`src/rtl/mpy_arbiter_if.sv`:
```
// Bundle between the multiply clients, the shared signed multiplier core and mpy_arbiter.
// slave is the arbiter's view; master is the clients/multiplier side.
interface mpy_arbiter_if #(
  parameter int NREQ = 4,
  parameter int NA   = 32,
  parameter int NB   = 32,
  parameter int IDW  = $clog2(NREQ)
);
  logic [NREQ-1:0]    req;
  logic [NREQ*NA-1:0] a;
  logic [NREQ*NB-1:0] b;
  logic [NREQ-1:0]    grant;
  logic               mpy_ce;
  logic [NA-1:0]      mpy_a;
  logic [NB-1:0]      mpy_b;
  logic               mpy_aux;
  logic [NA+NB-1:0]   mpy_p;
  logic               mpy_aux_ret;
  logic               valid;
  logic [IDW-1:0]     id;
  logic [NA+NB-1:0]   p;
  logic               err;

  modport slave (
    input  req, a, b, mpy_p, mpy_aux_ret,
    output grant, mpy_ce, mpy_a, mpy_b, mpy_aux, valid, id, p, err
  );

  modport master (
    output req, a, b, mpy_p, mpy_aux_ret,
    input  grant, mpy_ce, mpy_a, mpy_b, mpy_aux, valid, id, p, err
  );
endinterface

```
`src/rtl/mpy_arbiter.sv`:
```
// Shares one pipelined signed multiplier between NREQ requesters and tags each product with its owner.
// Define MPYARB_FIXPRI_EN for lowest-index-wins arbitration instead of round-robin.
module mpy_arbiter #(
  parameter int NREQ = 4,
  parameter int NA   = 32,
  parameter int NB   = 32,
  parameter int LAT  = 8,
  parameter int IDW  = $clog2(NREQ)
) (
  input logic          i_clk,
  input logic          i_reset,
  mpy_arbiter_if.slave bus
);

  logic [NREQ-1:0]  grant_c;
  logic [IDW-1:0]   grant_id;
  logic [NA-1:0]    sel_a;
  logic [NB-1:0]    sel_b;
  logic             accept;

  logic [NA-1:0]    mpy_a_q;
  logic [NB-1:0]    mpy_b_q;
  logic             mpy_aux_q;
  logic [IDW-1:0]   launch_id;
  logic [LAT-1:0]   sh_v;
  logic [IDW-1:0]   sh_id [LAT];
  logic             valid_q;
  logic [IDW-1:0]   id_q;
  logic [NA+NB-1:0] p_q;
  logic             err_q;

`ifndef MPYARB_FIXPRI_EN
  logic [IDW-1:0]   last;
  int               idx;
`endif

  // Candidates are scanned from lowest to highest priority so the winner is the last one written.
  always_comb begin
    grant_c  = '0;
    grant_id = '0;
    sel_a    = '0;
    sel_b    = '0;
`ifdef MPYARB_FIXPRI_EN
    for (int i = NREQ - 1; i >= 0; i--) begin
      if (bus.req[i]) begin
        grant_c    = '0;
        grant_c[i] = 1'b1;
        grant_id   = IDW'(i);
        sel_a      = bus.a[i*NA +: NA];
        sel_b      = bus.b[i*NB +: NB];
      end
    end
`else
    idx = 0;
    for (int off = NREQ; off >= 1; off--) begin
      idx = int'(last) + off;
      if (idx >= NREQ) idx = idx - NREQ;
      if (bus.req[idx]) begin
        grant_c      = '0;
        grant_c[idx] = 1'b1;
        grant_id     = IDW'(idx);
        sel_a        = bus.a[idx*NA +: NA];
        sel_b        = bus.b[idx*NB +: NB];
      end
    end
`endif
    if (i_reset) grant_c = '0;
  end

  assign accept = |grant_c;

  // The shadow pipe is fed from the launch registers so its tail lines up with the multiplier output.
  always_ff @(posedge i_clk) begin
    if (i_reset) begin
      mpy_a_q   <= '0;
      mpy_b_q   <= '0;
      mpy_aux_q <= 1'b0;
      launch_id <= '0;
      sh_v      <= '0;
      for (int i = 0; i < LAT; i++) sh_id[i] <= '0;
      valid_q   <= 1'b0;
      id_q      <= '0;
      p_q       <= '0;
      err_q     <= 1'b0;
`ifndef MPYARB_FIXPRI_EN
      last      <= IDW'(NREQ - 1);
`endif
    end else begin
      mpy_aux_q <= accept;
      if (accept) begin
        mpy_a_q   <= sel_a;
        mpy_b_q   <= sel_b;
        launch_id <= grant_id;
`ifndef MPYARB_FIXPRI_EN
        last      <= grant_id;
`endif
      end
      sh_v[0]  <= mpy_aux_q;
      sh_id[0] <= launch_id;
      for (int i = 1; i < LAT; i++) begin
        sh_v[i]  <= sh_v[i-1];
        sh_id[i] <= sh_id[i-1];
      end
      valid_q <= bus.mpy_aux_ret;
      if (bus.mpy_aux_ret) begin
        p_q  <= bus.mpy_p;
        id_q <= sh_id[LAT-1];
      end
      if (bus.mpy_aux_ret != sh_v[LAT-1]) err_q <= 1'b1;
    end
  end

  assign bus.grant   = grant_c;
  assign bus.mpy_ce  = ~i_reset;
  assign bus.mpy_a   = mpy_a_q;
  assign bus.mpy_b   = mpy_b_q;
  assign bus.mpy_aux = mpy_aux_q;
  assign bus.valid   = valid_q;
  assign bus.id      = id_q;
  assign bus.p       = p_q;
  assign bus.err     = err_q;

endmodule

```
`src/flat_wrapper.sv`:
```
// flat-port wrapper written by rule: the top's interface ports become plain ports
module mpy_arbiter_flat 
#(
  parameter int NREQ = 4,
  parameter int NA   = 32,
  parameter int NB   = 32,
  parameter int LAT  = 8,
  parameter int IDW  = $clog2(NREQ)
)
  (i_clk, i_reset, bus_req, bus_a, bus_b, bus_mpy_p, bus_mpy_aux_ret, bus_grant, bus_mpy_ce, bus_mpy_a, bus_mpy_b, bus_mpy_aux, bus_valid, bus_id, bus_p, bus_err);
  mpy_arbiter_if #(.NREQ(NREQ), .NA(NA), .NB(NB), .IDW(IDW)) bus_i ();
  input logic i_clk;
  input logic i_reset;
  input wire logic [$bits(bus_i.req)-1:0] bus_req;
  input wire logic [$bits(bus_i.a)-1:0] bus_a;
  input wire logic [$bits(bus_i.b)-1:0] bus_b;
  input wire logic [$bits(bus_i.mpy_p)-1:0] bus_mpy_p;
  input wire logic [$bits(bus_i.mpy_aux_ret)-1:0] bus_mpy_aux_ret;
  output wire logic [$bits(bus_i.grant)-1:0] bus_grant;
  output wire logic [$bits(bus_i.mpy_ce)-1:0] bus_mpy_ce;
  output wire logic [$bits(bus_i.mpy_a)-1:0] bus_mpy_a;
  output wire logic [$bits(bus_i.mpy_b)-1:0] bus_mpy_b;
  output wire logic [$bits(bus_i.mpy_aux)-1:0] bus_mpy_aux;
  output wire logic [$bits(bus_i.valid)-1:0] bus_valid;
  output wire logic [$bits(bus_i.id)-1:0] bus_id;
  output wire logic [$bits(bus_i.p)-1:0] bus_p;
  output wire logic [$bits(bus_i.err)-1:0] bus_err;
  assign bus_i.req = bus_req;
  assign bus_i.a = bus_a;
  assign bus_i.b = bus_b;
  assign bus_i.mpy_p = bus_mpy_p;
  assign bus_i.mpy_aux_ret = bus_mpy_aux_ret;
  assign bus_grant = bus_i.grant;
  assign bus_mpy_ce = bus_i.mpy_ce;
  assign bus_mpy_a = bus_i.mpy_a;
  assign bus_mpy_b = bus_i.mpy_b;
  assign bus_mpy_aux = bus_i.mpy_aux;
  assign bus_valid = bus_i.valid;
  assign bus_id = bus_i.id;
  assign bus_p = bus_i.p;
  assign bus_err = bus_i.err;
  mpy_arbiter #(.NREQ(NREQ), .NA(NA), .NB(NB), .LAT(LAT), .IDW(IDW)) u_core (.i_clk(i_clk), .i_reset(i_reset), .bus(bus_i));
endmodule
```
`config.mk`:
```
export PLATFORM = sky130hd
export DESIGN_NAME = mpy_arbiter_flat
export DESIGN_NICKNAME = d
export VERILOG_FILES = /design/src/rtl/mpy_arbiter_if.sv /design/src/rtl/mpy_arbiter.sv /design/src/flat_wrapper.sv
export SDC_FILE = /design/constraint.sdc
export NUM_CORES = 1
export LEC_CHECK = 0
export ABC_AREA = 1
export BUFFER_PORTS_ARGS = -buffer_cell sky130_fd_sc_hd__clkbuf_2
export CAP_MARGIN = 30
export CORE_MARGIN = 2
export CORE_UTILIZATION = 37
export DETAILED_ROUTE_END_ITERATION = 16
export GPL_ROUTABILITY_DRIVEN = 0
export PLACE_DENSITY = 0.69
export SLEW_MARGIN = 20
export SYNTH_ARGS = -nofsm -noshare
export SYNTH_HDL_FRONTEND = slang
export SYNTH_SLANG_ARGS = --single-unit
```
`constraint.sdc`:
```
create_clock -name i_clk -period 3.05 [get_ports i_clk]
set_clock_uncertainty 0.05 [all_clocks]
set_input_delay 0.4575 -clock i_clk [delete_from_list [all_inputs] [get_ports i_clk]]
set_output_delay 0.4575 -clock i_clk [all_outputs]
set_load 0.005 [all_outputs]
```
==> impl_results.md <==
- Async S/R FF share, synth: 0%
- Die Width: 196 um
- Max-cap violations: 0
- Via Count: 17300
- Routed length per instance: roughly 16 um
- Setup tns final: 0 ns
- Worst slack, placed: 0.128 ns
- Min-Delay Path Class: in2reg
- CP Capture Type: output pin
- Largest net degree at the start of global routing: 117
- CP arrival: 2.38 ns
- Syn_area_per_cell: 5.41 sq um
- Post-DRT Antenna Nets: 0
- Die Y: 196 um
- Post-synthesis net count: about 2800
- Leakage: 8.85 nW
- Detailed-placement wirelength estimate: 35700 um
- FP Rows: 70
- Port bufs: 464
- Int Power: 0.00871 W
- Initial antenna violation count: 8
- Clock Tree Buf Depth: 2
- Crit path required time: 2.54 ns
- Clk_lat worst skew: 0.46 ns
- DIE AREA: 38200 sq um
- CORE AREA: 36300 sq um
- Max-slew violations: 0
- Worst vdd ir: 1140 uV
- Total track usage: about a quarter
- CTS tree: yes
- Sink Count: 161
- Synth warnings: 0
- First-pass GRT wire length: 82700 um
- Post-synth top area cell: dfxtp_1
- Post-route clock period utilization: between 90 and 100%
- # DRC: 0
- Post-Synthesis Cells: 2509
- Synthesized cell area: approximately 14000 sq um
- Clock Power Share: 11.9%
- Sw Share: 55.2%
- Final total power: 0.0194 W
- WS Path Type: reg2out
- Area of the multi-input gates: slightly below 9000 sq um
- Top post-synthesis cells by area: dfxtp_1 (24%), o21ai_0 (18%), nor2_1 (17%), nand2_1 (15%), inv_1 (6.1%)
- NetSw: 0.0107 W
- Achievable frequency: between 300 and 400 MHz
- Worst Hold Launch: bus_mpy_p[50]
- FILL cells: 3861
- TritonCTS buffer count: 17
- Yosys top cell area share: 23.7%
- Seq/Total Area, Yosys: 23.7%
- Final Critical Period: between 2 and 3 ns
- Cell Pwr Density: between 1000 and 1500 nW/um^2
- Main synth FF type: dfxtp_1
- Initial core utilization: between 30 and 40%
- Relative max-transition margin: between 30% and 40%
- Post-route setup slack: 0.160 ns
- Crit start category: flop
- Status: finished, final reports clean
- Count of final hold-check violations: 0
- Sequential share of power: 14.7%
- Util after Layout: 46.5%
- Grt total ovfl: 0
- # setup viols final: 0
- EDFF count, synth: 0
- Actual slew at the worst max-slew pin: 0.970 ns
- Cell variety after synth: 28
- # H-tree levels: 4
- Initial DRT Pass Iterations: 5
- RR Startpoint: u_core.last[1]
- Vias per cell: 5.21
- Post-CTS Hold Buffers: 0
- Nets: 3174
- First DRT Iteration DRCs: about 1400
- Final wirelength: about 52000 um
- Max FO, Critical Path: 20
- Setup repair after global routing missed its margin: no
- CP startpoint: u_core.last[1]
- #FFs+latches synth: 161
- Clock-pin slew on the worst setup and hold paths: 0.08 ns
- Clk root buf: clkbuf_16
- Area growth syn-to-layout: 24.5%
- Register Area: between 3000 and 4000 sq um
- IO Count: 465
- Power share of the combinational group: about 73%
- Share of cells above drive strength 1: 19.7%
- Vias in the first global route: around 16000
[worst max-delay path, cell delays in order, from the launching register on]
cell	delay (ns)
dfxtp_4	0.40
inv_6	0.08
ha_4	0.39
inv_8	0.10
nand3_1	0.14
nand2_4	0.10
nor2_4	0.17
nand2_1	0.08
nand3_1	0.10
nand2_1	0.10
inv_1	0.10
clkbuf_2	0.15
[cells in the mapped netlist (all sizes together) (4+ instances only)]
cell type and number:
o221ai 14, dfxtp 161, ha 7, nand3 72
mux2i 43, a21oi 8, a21boi 4, buf 78
inv 226, nor2 616, o21ai 571, a22oi 20
nand2 541, clkbuf 119, o22ai 26
[cells by family (layout without fill, tap and decap cells)]
family | Yosys count | after routing | synth area share [%]
multiplexers | 43 | 43 | 3.17
XOR/XNOR | 1 | 1 | 0.0645
buffers and inverters | 423 | 767 | 12.6
AND/OR/NAND/NOR | 1231 | 1231 | 34.9
other | 0 | 7 | 0
AO/OA/AOI/OAI | 643 | 643 | 24.8
adder cells (fa/ha/maj) | 7 | 7 | 0.645
flip-flops | 161 | 161 | 23.7
[power by group through the flow]
stage               clock (W)  combinational (W)  sequential, W
floorplan                   0            0.00993        0.00286
global placement            0             0.0135        0.00290
detailed placement          0             0.0139        0.00291
CTS                   0.00238             0.0140        0.00286
global route          0.00246             0.0159        0.00291
finish                0.00232             0.0143        0.00287
[metal layers]
| metal | vias up | wire [um] | GRT usage [%] |
|---|---|---|---|
| li1 | 8666 | - | - |
| met1 | 7719 | 21800 | 32.5 |
| met2 | 817 | 24300 | 45.1 |
| met3 | 126 | 4290 | 4.89 |
| met4 | 2 | 1890 | 12.9 |
| met5 | - | 13 | 0 |
[final timing paths]
check	endpoint	slack, ns	cells past startpoint
setup / recovery	bus_grant[0]	0.16	11
hold / removal	u_core.bus.p[50]	0.17	3
setup reg to reg	u_core.bus.mpy_a[11]	0.26	13
hold reg to reg	u_core.sh_id[7][1]	0.35	2
[layout make-up]
| type | instances | area share, % |
|---|---|---|
| tap | 468 | 3.47 |
| multi-input combinational | 1925 | 51.4 |
| clock buffer | 17 | 2.52 |
| antenna | 7 | 0.104 |
| clock inverter | 15 | 1.24 |
| sequential | 161 | 19.1 |
| inverter | 226 | 5.15 |
| timing repair buffer | 509 | 17.0 |
[per-stage QoR]
stage | std cells | hold slack [ns] | cell area (sq um)
2_1_floorplan | 2509 | 0.338 | 13600
3_3_place_gp | 3285 | 0.339 | 16100
3_5_place_dp | 3286 | 0.342 | 16200
4_1_cts | 3319 | 0.156 | 16800
5_1_grt | 3325 | 0.168 | 16900
6_report | 3328 | 0.175 | 16900
[repair_timing]
action | CTS | global route
gates cloned | 0 | 1
buffers inserted | 1 | 1
gates resized for setup | 2 | 8
setup endpoints to repair | 4 | 54
pin swaps | 1 | 0
[registers in the layout, summed over array words and instances (netlist names)]
name,count
u_core.sh_id,16
u_core.bus.err,1
u_core.last,2
u_core.bus.mpy_aux,1
u_core.bus.valid,1
u_core.launch_id,2
u_core.bus.mpy_b,32
u_core.sh_v,8
u_core.bus.id,2
u_core.bus.p,64
u_core.bus.mpy_a,32
[cell usage in the layout, fill, tap and decap left out, drive strengths merged]
master,n
nand2,541
nand3,72
dfxtp,161
xor2,1
o21ai,571
bufinv,1
diode,7
a22oi,20
a21oi,8
nor3,1
ha,7
o221ai,14
inv,230
clkinv,10
a21boi,4
clkbuf,482
nor2,616
buf,44
o22ai,26
nand4,1
mux2i,43
Power figures use the tool's default switching activity.
